==> config.mk <==
export PLATFORM = sky130hd
export DESIGN_NAME = ps2_tx
export DESIGN_NICKNAME = d
export VERILOG_FILES = /design/src/rtl/ps2_tx.sv
export SDC_FILE = /design/constraint.sdc
export NUM_CORES = 1
export LEC_CHECK = 0
export CORE_MARGIN = 1.5
export CORE_UTILIZATION = 35
export CTS_CLUSTER_DIAMETER = 80
export CTS_CLUSTER_SIZE = 25
export DETAILED_ROUTE_END_ITERATION = 7
export GPL_TIMING_DRIVEN = 0
export PLACE_DENSITY_LB_ADDON = 0.12
export RECOVER_POWER = 25
export SLEW_MARGIN = 20
export SYNTH_ARGS = -nofsm -noshare
export SYNTH_HDL_FRONTEND = slang
export SYNTH_SLANG_ARGS = --single-unit
==> constraint.sdc <==
create_clock -name clk -period 6.9 [get_ports clk]
set_input_delay 1.38 -clock clk [delete_from_list [all_inputs] [get_ports clk]]
set_output_delay 1.38 -clock clk [all_outputs]
set_load 0.02 [all_outputs]
==> src/rtl/ps2_tx.sv <==
// Host-to-device PS/2 transmitter: inhibits the bus, issues a request-to-send,
// then clocks out one command byte on device-generated clock edges and checks the ACK.
module ps2_tx #(
  parameter int INHIBIT_CYCLES = 5000,
  parameter int TIMEOUT_CYCLES = 750000
) (
  input  logic       clk,
  input  logic       rst_n,
  input  logic       start,
  input  logic [7:0] data,
  input  logic       ps2_clk,
  input  logic       ps2_dat,
  output logic       ps2_clk_oe,
  output logic       ps2_dat_oe,
  output logic       busy,
  output logic       done,
  output logic       error,
  output logic [2:0] dbg_state
);

  localparam int TW = $clog2(TIMEOUT_CYCLES + 1);
  localparam int IW = $clog2(INHIBIT_CYCLES + 1);

  typedef enum logic [2:0] {
    S_IDLE      = 3'd0,
    S_INHIBIT   = 3'd1,
    S_REQUEST   = 3'd2,
    S_SHIFT     = 3'd3,
    S_ACK       = 3'd4,
    S_WAIT_IDLE = 3'd5
  } state_t;

  state_t          r_state, w_state;
  logic            r_clk_s1, r_clk_s2, r_clk_prev;
  logic            r_dat_s1, r_dat_s2;
  logic [IW-1:0]   r_inh_cnt, w_inh_cnt;
  logic [TW-1:0]   r_to_cnt, w_to_cnt;
  logic [3:0]      r_bit_cnt, w_bit_cnt;
  logic [9:0]      r_shift, w_shift;
  logic            r_err, w_err;
  logic            r_clk_oe, w_clk_oe;
  logic            r_dat_oe, w_dat_oe;
  logic            r_busy, w_busy;
  logic            r_done, w_done;
  logic            r_error, w_error;
  logic            w_fall;
  logic            w_timeout;

  // Handshake: start is accepted only in IDLE; busy stays high until the cycle
  // done pulses, and a new start may be presented in that same done cycle.
  assign w_fall    = r_clk_prev & ~r_clk_s2;
  // Fires on the edge where the counter reaches TIMEOUT_CYCLES after release.
  assign w_timeout = (r_to_cnt == TW'(TIMEOUT_CYCLES - 1));

  always_comb begin
    w_state   = r_state;
    w_inh_cnt = r_inh_cnt;
    w_to_cnt  = r_to_cnt;
    w_bit_cnt = r_bit_cnt;
    w_shift   = r_shift;
    w_err     = r_err;
    w_clk_oe  = r_clk_oe;
    w_dat_oe  = r_dat_oe;
    w_busy    = r_busy;
    w_done    = 1'b0;
    w_error   = 1'b0;
    case (r_state)
      S_IDLE: begin
        w_clk_oe = 1'b0;
        w_dat_oe = 1'b0;
        w_busy   = 1'b0;
        if (start) begin
          w_state   = S_INHIBIT;
          w_shift   = {1'b1, ~^data, data};
          w_inh_cnt = '0;
          w_to_cnt  = '0;
          w_bit_cnt = '0;
          w_err     = 1'b0;
          w_clk_oe  = 1'b1;
          w_dat_oe  = (INHIBIT_CYCLES == 1);
          w_busy    = 1'b1;
        end
      end
      S_INHIBIT: begin
        if (r_inh_cnt == IW'(INHIBIT_CYCLES - 1)) begin
          w_state  = S_REQUEST;
          w_clk_oe = 1'b0;
          w_dat_oe = 1'b1;
          w_to_cnt = '0;
        end else begin
          w_inh_cnt = r_inh_cnt + IW'(1);
          w_dat_oe  = (r_inh_cnt == IW'(INHIBIT_CYCLES - 2));
        end
      end
      S_REQUEST, S_SHIFT: begin
        if (w_fall) begin
          w_bit_cnt = r_bit_cnt + 4'd1;
          w_dat_oe  = ~r_shift[0];
          w_shift   = {1'b0, r_shift[9:1]};
          w_state   = (r_bit_cnt == 4'd9) ? S_ACK : S_SHIFT;
        end
      end
      S_ACK: begin
        if (w_fall) begin
          w_bit_cnt = 4'd11;
          w_err     = r_dat_s2;
          w_state   = S_WAIT_IDLE;
        end
      end
      S_WAIT_IDLE: begin
        if (r_clk_s2 && r_dat_s2) begin
          w_state  = S_IDLE;
          w_done   = 1'b1;
          w_error  = r_err;
          w_busy   = 1'b0;
          w_clk_oe = 1'b0;
          w_dat_oe = 1'b0;
        end
      end
      default: w_state = S_IDLE;
    endcase

    // Timeout overrides any bus activity seen in the same cycle.
    if (r_state == S_REQUEST || r_state == S_SHIFT ||
        r_state == S_ACK || r_state == S_WAIT_IDLE) begin
      w_to_cnt = r_to_cnt + TW'(1);
      if (w_timeout) begin
        w_state  = S_IDLE;
        w_clk_oe = 1'b0;
        w_dat_oe = 1'b0;
        w_busy   = 1'b0;
        w_done   = 1'b1;
        w_error  = 1'b1;
      end
    end
  end

  always_ff @(posedge clk or negedge rst_n) begin
    if (!rst_n) begin
      r_state    <= S_IDLE;
      r_clk_s1   <= 1'b1;
      r_clk_s2   <= 1'b1;
      r_clk_prev <= 1'b1;
      r_dat_s1   <= 1'b1;
      r_dat_s2   <= 1'b1;
      r_inh_cnt  <= '0;
      r_to_cnt   <= '0;
      r_bit_cnt  <= '0;
      r_shift    <= '0;
      r_err      <= 1'b0;
      r_clk_oe   <= 1'b0;
      r_dat_oe   <= 1'b0;
      r_busy     <= 1'b0;
      r_done     <= 1'b0;
      r_error    <= 1'b0;
    end else begin
      r_clk_s1   <= ps2_clk;
      r_clk_s2   <= r_clk_s1;
      r_clk_prev <= r_clk_s2;
      r_dat_s1   <= ps2_dat;
      r_dat_s2   <= r_dat_s1;
      r_state    <= w_state;
      r_inh_cnt  <= w_inh_cnt;
      r_to_cnt   <= w_to_cnt;
      r_bit_cnt  <= w_bit_cnt;
      r_shift    <= w_shift;
      r_err      <= w_err;
      r_clk_oe   <= w_clk_oe;
      r_dat_oe   <= w_dat_oe;
      r_busy     <= w_busy;
      r_done     <= w_done;
      r_error    <= w_error;
    end
  end

  assign ps2_clk_oe = r_clk_oe;
  assign ps2_dat_oe = r_dat_oe;
  assign busy       = r_busy;
  assign done       = r_done;
  assign error      = r_error;
  assign dbg_state  = r_state;

endmodule
Word level (Yosys, flattened, before mapping)
Index checks and enable logic that the tools add are counted.

Register bits: 61. Bits of input ports: 13. Output and inout port bits: 8. Logic and storage cells: 104.

Add/subtract/negate cells: 3. Eq/ne operators: 15. Multiplexer cells: 50. Bitwise logic cells: 3. Reductions and logical operators: 17.

Operator list (number): 20-bit two-way mux (3); 20-bit case mux with 2 select lines (1); 13-bit == test (second input constant) (2); 13-bit two-way mux (2); 13-bit case mux with 2 select lines (1); 3-bit two-way mux (8); 1-bit two-way mux (23); 20-bit by 1-bit adder with 20-bit output (second input constant) (1); 20-bit == test (second input constant) (1); 10-bit two-way mux (2); 10-bit case mux with 2 select lines (1); 3-bit case mux with 5 select lines (1); 13-bit by 1-bit adder with 13-bit output (second input constant) (1); 4-bit two-way mux (3); 4-bit case mux with 3 select lines (1); 3-bit AND reduction (4); 2-bit != test (second input constant) (4); 8-bit XNOR reduction (1); 3-bit by 2-bit == test with 1-bit output (second input constant) (2); 3-bit == test (second input constant) (2); 3-bit != test (second input constant) (2); 2-bit nonzero test (3); 3-bit nonzero test (2); 4-bit by 1-bit adder with 4-bit output (second input constant) (1); other kinds (12) (16).

Depth between registers and ports, before layout
Gate-level depths: netlist (run 1).

Word-level depth: 6. Gate-level depth with buffers: 8. Gate-level depth less buffers: 6.

Least setup slack after synthesis (run 1)
OpenSTA, ideal clock, no wires.

Path kind: in2reg. Start: input start. End: register r_shift[8]. Setup time: 142 ps. Data arrival time: 2295 ps. Data required time: 6758 ps. Path slack: 4463 ps. Stages: 5. Path buffers: 1. Cells stage by stage: nand2b_1 -> nor2_1 -> a21oi_1 -> clkbuf_1 -> o221ai_1.

Cells in the longest elaborated chain, start to end: 2.

RTL lines: start, declared (line 9) `input logic start,`; 2-bit != test (no line); 3-bit AND reduction (no line); end signal, assigned (line 166) `r_shift <= w_shift;`; end, declared (line 39) `logic [9:0] r_shift, w_shift;`.

Every way passes these cells. A chain may end at the register's enable or synchronous reset.

==> impl_results.md, run 1 <==
* Status: complete, but fails checks
* Failing checks: capacitance limit, slew limit
* Via-to-Cell Ratio at 5.40
* Slew Limit Headroom at -86.8%
* Worst min-delay path startpoint: r_dat_s1$_DFF_PN1_
* Num ports at 21
* Pwr per Cell Area at 264 mW/mm²
* Gate Count Post-Synth at 345
* Synth warnings at 0
* End of the worst hold path: r_dat_s2$_DFF_PN1_
* Area grow syn2layout at 18.2%
* Unrepaired setup endpoints after global routing: false
* CTS resizes at 0
* Yosys reg bits at 61
* H-tree Lvls at 3
* Max Cap Viol at 1
* XOR/XNOR share of the synthesized area at ~5.6%
* Final hold violations at 0
* Fmax at 247 MHz
* Largest net degree at the start of global routing at 52
* Setup TNS at 0 ns
* Final setup viols at 0
* Per-cell routed wire length at 15.5 µm
* Critical Path Slowest Stage Cell: clkbuf_1
* CP Capture Type: asynchronous set/reset pin
* First-pass GRT wire length at ~13 mm
* Placed cells at roughly 480
* Syn Area/Cell at 9.48 µm²
* Initial DRT Pass Iterations at 7
* Reg2reg start: dbg_state[2]$_DFF_PN0_
* Layout cells sized above 1 at 8.12%
* Netlist cell types at 52
* # rows at 35
* Setup bufs post-CTS at 0
* Final #Nets at 395
* Top cell type's share of synthesized area at 42.8%
* Final wirelength at 7.63 mm
* All-Layer GR Usage at 16.6%
* DRC at 0
* Post-synthesis async set-or-reset flop share at 100%
* Largest family of logic cells by synthesized area: simple AND/OR/NAND/NOR gates
* Crit Path Category: primary input to asynchronous set/reset pin
* CTS Root Cell: clkbuf_8
* Cts hold-fix bufs at 0
* Clk_skew at 0.0104 ns
* Post-Synth Simple-Gate Area at 23.9%
* Die Y at 99.7 µm
* CTS Sinks at 61
* CP max FO at ~50
* Antenna cells at 0
* Core area at 0.00915 mm²
* Vias at 2660
* Critical path's most frequent cell: clkbuf_1
* Die ar. at 0.00993 mm²
* Worst-Margin Slew at around 2.8 ns
* Worst-case reg-to-reg path depth at 7
* Top Family by Delay on Critical Path: buffers and inverters
* CP required at 6.73 ns
* CTS tree: done
* Register area share after synthesis at 46.9%
* Post-Synth Adder-Cell Area at 1.91%
* Min cycle time layout at a little over 4 ns
* Final GP Congestion at 0.810
* Slowest stage delay, CP at between 2 and 2.5 ns
* Post-Place Setup Slack at 3.45 ns
* Compound-Gate Fraction of Synth Area at 14.4%
* Final HPWL DP at 5.29 mm
* Initial drt markers at 132
* PortBufs at 20
* WP buf/inv at 2
* Grt total ovfl at 0
* Mux share of post-synthesis cell area at 4.71%
* Post-Syn Area at 0.00327 mm²
* Yosys top cell by area: dfrtp_1
* Chip width at between 90 and 100 µm
* Critical-path cell list: clkbuf_1 > clkbuf_1
* WHS Path Cells at 0
* Commonest non-fill, non-tap cells in the layout: dfrtp_1, nand2_1, o21ai_0
* Initial antenna violation count at 0
* Worst Path Arrival at approximately 3.9 ns
* Antenna-violating nets left at 0
* Peak VDD IR at 0.000168 V
* Hold WS at 0.356 ns
* Hold Crit Class: flop to flop
* Commonest non-fill, non-tap cell in the layout: dfrtp_1
* Synth area leaders: dfrtp_1, o21ai_0, nand2_1, dfstp_2, mux2i_1
* CP startpoint kind: primary input
* Clock-pin slew on the worst setup and hold paths at roughly 0.060 ns
* Fin crit share at approximately three fifths
* Number of synthesized flops with an enable pin at 0
* Clock tree buffer depth at 2
* Vias in the first global route at 2658
* Final worst slack at 2.85 ns
* Slew Limit Fails at 52
* Initial Util at 35.7%
* Leakage Power at 0.00162 µW
* Syn nets at 363
* Main synth FF type: dfrtp_1
* TritonCTS Buffers at 9
* R2R Path End: r_shift[8]$_DFFE_PN0P_
* Setup slack, reg-to-reg at 4.22 ns
* Final Instance Count excl. Fillers at approximately 500
* Worst skew pair latency at 0.33 ns
==> area by class of cell <==
class | count | area [µm²]
Timing Repair Buffer | 21 | 198
Buffer | 14 | 52.6
Multi-Input combinational cell | 262 | 1660
Tap cell | 111 | 139
Sequential cell | 61 | 1530
Fill cell | 898 | 5290
Inverter | 8 | 30.0
Clock buffer | 13 | 169
Clock inverter | 3 | 90.1
==> worst max path at each step <==
stage | start | endpoint | cells past startpoint
global route | rst_n | r_shift[1]$_DFFE_PN0P_ | 2
finish | rst_n | ps2_clk_oe$_DFF_PN0_ | 2
detailed placement | start | r_to_cnt[17]$_DFFE_PN0P_ | 7
global placement | rst_n | r_inh_cnt[12]$_DFFE_PN0P_ | 1
floorplan | start | r_shift[8]$_DFFE_PN0P_ | 5
CTS | start | r_to_cnt[17]$_DFFE_PN0P_ | 7
==> registers in the layout (all words and copies together) (netlist names) <==
register and cells:
busy 1, dbg_state 3, done 1, error 1, ps2_clk_oe 1, ps2_dat_oe 1
r_bit_cnt 4, r_clk_prev 1, r_clk_s1 1, r_clk_s2 1, r_dat_s1 1, r_dat_s2 1
r_err 1, r_inh_cnt 13, r_shift 10, r_to_cnt 20
==> metal layers <==
metal,global-route usage (%),up-vias,wire length (µm)
met5,0,-,0
met4,4.23,0,44
met3,3.65,4,283
met2,26.9,54,3620
met1,22.6,1292,3680
li1,-,1310,-
==> cell families after synthesis <==
| logic type | count (synthesis) |
|---|---|
| XOR/XNOR | 21 |
| flip-flops | 61 |
| multiplexers | 15 |
| adder cells (fa/ha/maj) | 5 |
| AO/OA/AOI/OAI | 77 |
| AND/OR/NAND/NOR | 144 |
| buffers and inverters | 22 |
==> power breakdown <==
group          internal, µW  switching, µW  leakage [µW]
clock                   270            141      0.000130
combinational          69.7           81.1      0.000695
sequential              413           46.9      0.000790
==> per-stage QoR <==
step	util, %	power [µW]	area (µm²)
2_1_floorplan	-	561	3270
6_report	42.2	1020	3870
4_1_cts	42.5	1040	3890
5_1_grt	42.2	1080	3870
3_5_place_dp	39.7	621	3630
3_3_place_gp	39.4	616	3610
==> synth_stat cells (3+ instances only) <==
cell type and n:
and3_1 5, nor3_1 5, nand2_1 38, a21oi_1 16, or4_1 3, or3b_2 3, nor2_1 29, mux2_2 3
dfstp_2 5, nand3_1 9, o211ai_1 6, o21ai_0 33, xnor2_1 12, mux2i_1 12, ha_1 5, nor4b_1 3
o21a_1 3, nand4_1 11, nand2b_1 6, xor2_1 9, nor2b_1 5, o31ai_1 4, and4_1 5, or3_1 10
clkbuf_1 13, dfrtp_1 56, inv_1 8
No activity file was read; power rests on OpenSTA's default activity.
==> inputs of run 2 (changes only) <==
==> constraint.sdc (replaced) <==
create_clock -name clk -period 3.68 [get_ports clk]
set_input_delay 0.736 -clock clk [delete_from_list [all_inputs] [get_ports clk]]
set_output_delay 0.736 -clock clk [all_outputs]
set_load 0.02 [all_outputs]
==> run 2 against run 1 <==
Compared with the run above: the flow now finishes without violations; routed wire length about the same; power increased by 87%; critical path type is now flop to flop; highest routed layer unchanged; core utilization about the same; cell count unchanged; via count unchanged.
==> impl_results.md, run 2 (same netlist as run 1, synthesis figures left out) <==
* Status: completed
* Grt total ovfl at 0
* Worst-Margin Slew at 1.29 ns
* Area grow syn2layout at 18.2%
* All-Layer GR Usage at 16.6%
* Hold Crit Class: flop to flop
* Sw Ratio at 26.3%
* Vias at 2660
* Die Y at 99.7 µm
* Slew Limit Headroom at approximately 14%
* # rows at 35
* Final setup viols at 0
* Vias in the first global route at 2658
* Logic pwr share at 14.8%
* Initial antenna violation count at 0
* CTS resizes at 0
* Worst Path Arrival at 2.88 ns
* Core area at 0.00915 mm²
* Slew Limit Fails at 0
* Min cycle time layout at 2.68 ns
* Placed cells at 477
* Leakage Power at 0.00162 µW
* Critical-path cell list: clkbuf_1 > or2_2 > clkbuf_1 > nor2_1 > a21oi_1 > clkbuf_1 > o221ai_1
* CTS Root Cell: clkbuf_8
* PortBufs at 20
* Fmax at 372 MHz
* Largest net degree at the start of global routing at 52
* CP Capture Type: flop
* H-tree Lvls at 3
* Largest reg by FF count: r_to_cnt
* Chip width at 99.7 µm
* Final GP Congestion at 0.810
* Total power at 1910 µW
* Critical Path Slowest Stage Cell: a21oi_1
* Antenna cells at 0
* Final HPWL DP at 5.29 mm
* WP buf/inv at 3
* Via-to-Cell Ratio at 5.40
* CTS Sinks at 61
* Initial DRT Pass Iterations at 7
* Final wirelength at 7.63 mm
* TritonCTS Buffers at 9
* Top Family by Delay on Critical Path: buffers and inverters
* Per-cell routed wire length at 15.5 µm
* Crit Path Category: flop to flop
* Antenna-violating nets left at 0
* Max reg flops at 20
* Clock share of power at between 40% and 50%
* Layout cells sized above 1 at 8.38%
* Net Switching at 504 µW
* Top flop regs: r_to_cnt x20, r_inh_cnt x13, r_shift x10
* Setup bufs post-CTS at 0
* Final Instance Count excl. Fillers at 493
* Sequential Power Share at 45.0%
* CP startpoint kind: flop
* Worst skew pair latency at 0.33 ns
* CTS tree: done
* Final #Nets at 395
* Die ar. at 0.00993 mm²
* Final hold violations at 0
* DRC at 0
* Cts hold-fix bufs at 0
* First-pass GRT wire length at 13.1 mm
* Pwr per Cell Area at 495 mW/mm²
* Unrepaired setup endpoints after global routing: false
* Num ports at 21
* Peak VDD IR at 0.000315 V
* Internal power at 1410 µW
* Max Cap Viol at 0
* Fin crit share at 73.0%
* Initial drt markers at 132
* CP max FO at 10
* Clk_skew at 0.0104 ns
* Slowest stage delay, CP at 0.55 ns
* Initial Util at 35.7%
* Clock tree buffer depth at 2
* Critical path's most frequent cell: clkbuf_1
* Clock-pin slew on the worst setup and hold paths at 0.07 ns
* CP required at 3.88 ns
* Commonest non-fill, non-tap cells in the layout: dfrtp_1, nand2_1, o21ai_0
* Commonest non-fill, non-tap cell in the layout: dfrtp_1
run 2: cell counts in the layout (fill, tap and decap cells not counted):
No cell type changed its count.
run 2: worst paths after layout:
path	startpoint	end	slack, ns	depth (start not counted)
setup / recovery	dbg_state[2]$_DFF_PN0_	r_shift[8]$_DFFE_PN0P_	1.0	7
hold / removal	r_dat_s1$_DFF_PN1_	r_dat_s2$_DFF_PN1_	0.36	0
setup reg to reg	dbg_state[2]$_DFF_PN0_	r_shift[8]$_DFFE_PN0P_	1.0	7
hold reg to reg	r_dat_s1$_DFF_PN1_	r_dat_s2$_DFF_PN1_	0.36	0
max in group asynchronous	rst_n	ps2_clk_oe$_DFF_PN0_	1.65	2
min in group asynchronous	rst_n	r_to_cnt[14]$_DFFE_PN0P_	0.37	1
run 2: stage by stage:
step / utilization, % / TNS (ns) / setup slack (ns) / hold WS (ns) / cell area [µm²]
after global routing: 42.3 / 0 / 0.790 / 0.360 / 3870
final: 42.3 / 0 / 0.995 / 0.356 / 3870
after global placement: 39.4 / -14.96 / -0.271 / 0.346 / 3610
after CTS: 42.5 / 0 / 0.950 / 0.229 / 3890
after detailed placement: 39.7 / 0 / 0.872 / 0.348 / 3630
after floorplan: - / 0 / 1.50 / 0.345 / 3270
run 2: layout make-up:
class / count / area [µm²]
plain buffers: 14 / 52.6
clock buffers: 13 / 169
clock inverters: 3 / 90.1
fillers: 897 / 5290
inverters: 8 / 30.0
multi-input cells: 262 / 1660
flip-flops and latches: 61 / 1530
well taps: 111 / 139
repair buffers: 21 / 199
run 2: power by group through the flow:
| stage | logic, µW | registers (µW) | clock network [µW] |
|---|---|---|---|
| 4_1_cts | 292 | 862 | 792 |
| 2_1_floorplan | 190 | 862 | 0 |
| 5_1_grt | 329 | 879 | 820 |
| 6_report | 283 | 862 | 770 |
| 3_3_place_gp | 285 | 871 | 0 |
| 3_5_place_dp | 292 | 873 | 0 |
run 2: layer usage:
| layer | vias up | wire length (µm) | global-route usage, % |
|---|---|---|---|
| li1 | 1310 | - | - |
| met1 | 1292 | 3680 | 22.6 |
| met2 | 54 | 3620 | 26.9 |
| met3 | 4 | 283 | 3.65 |
| met4 | 0 | 44 | 4.23 |
| met5 | - | 0 | 0 |
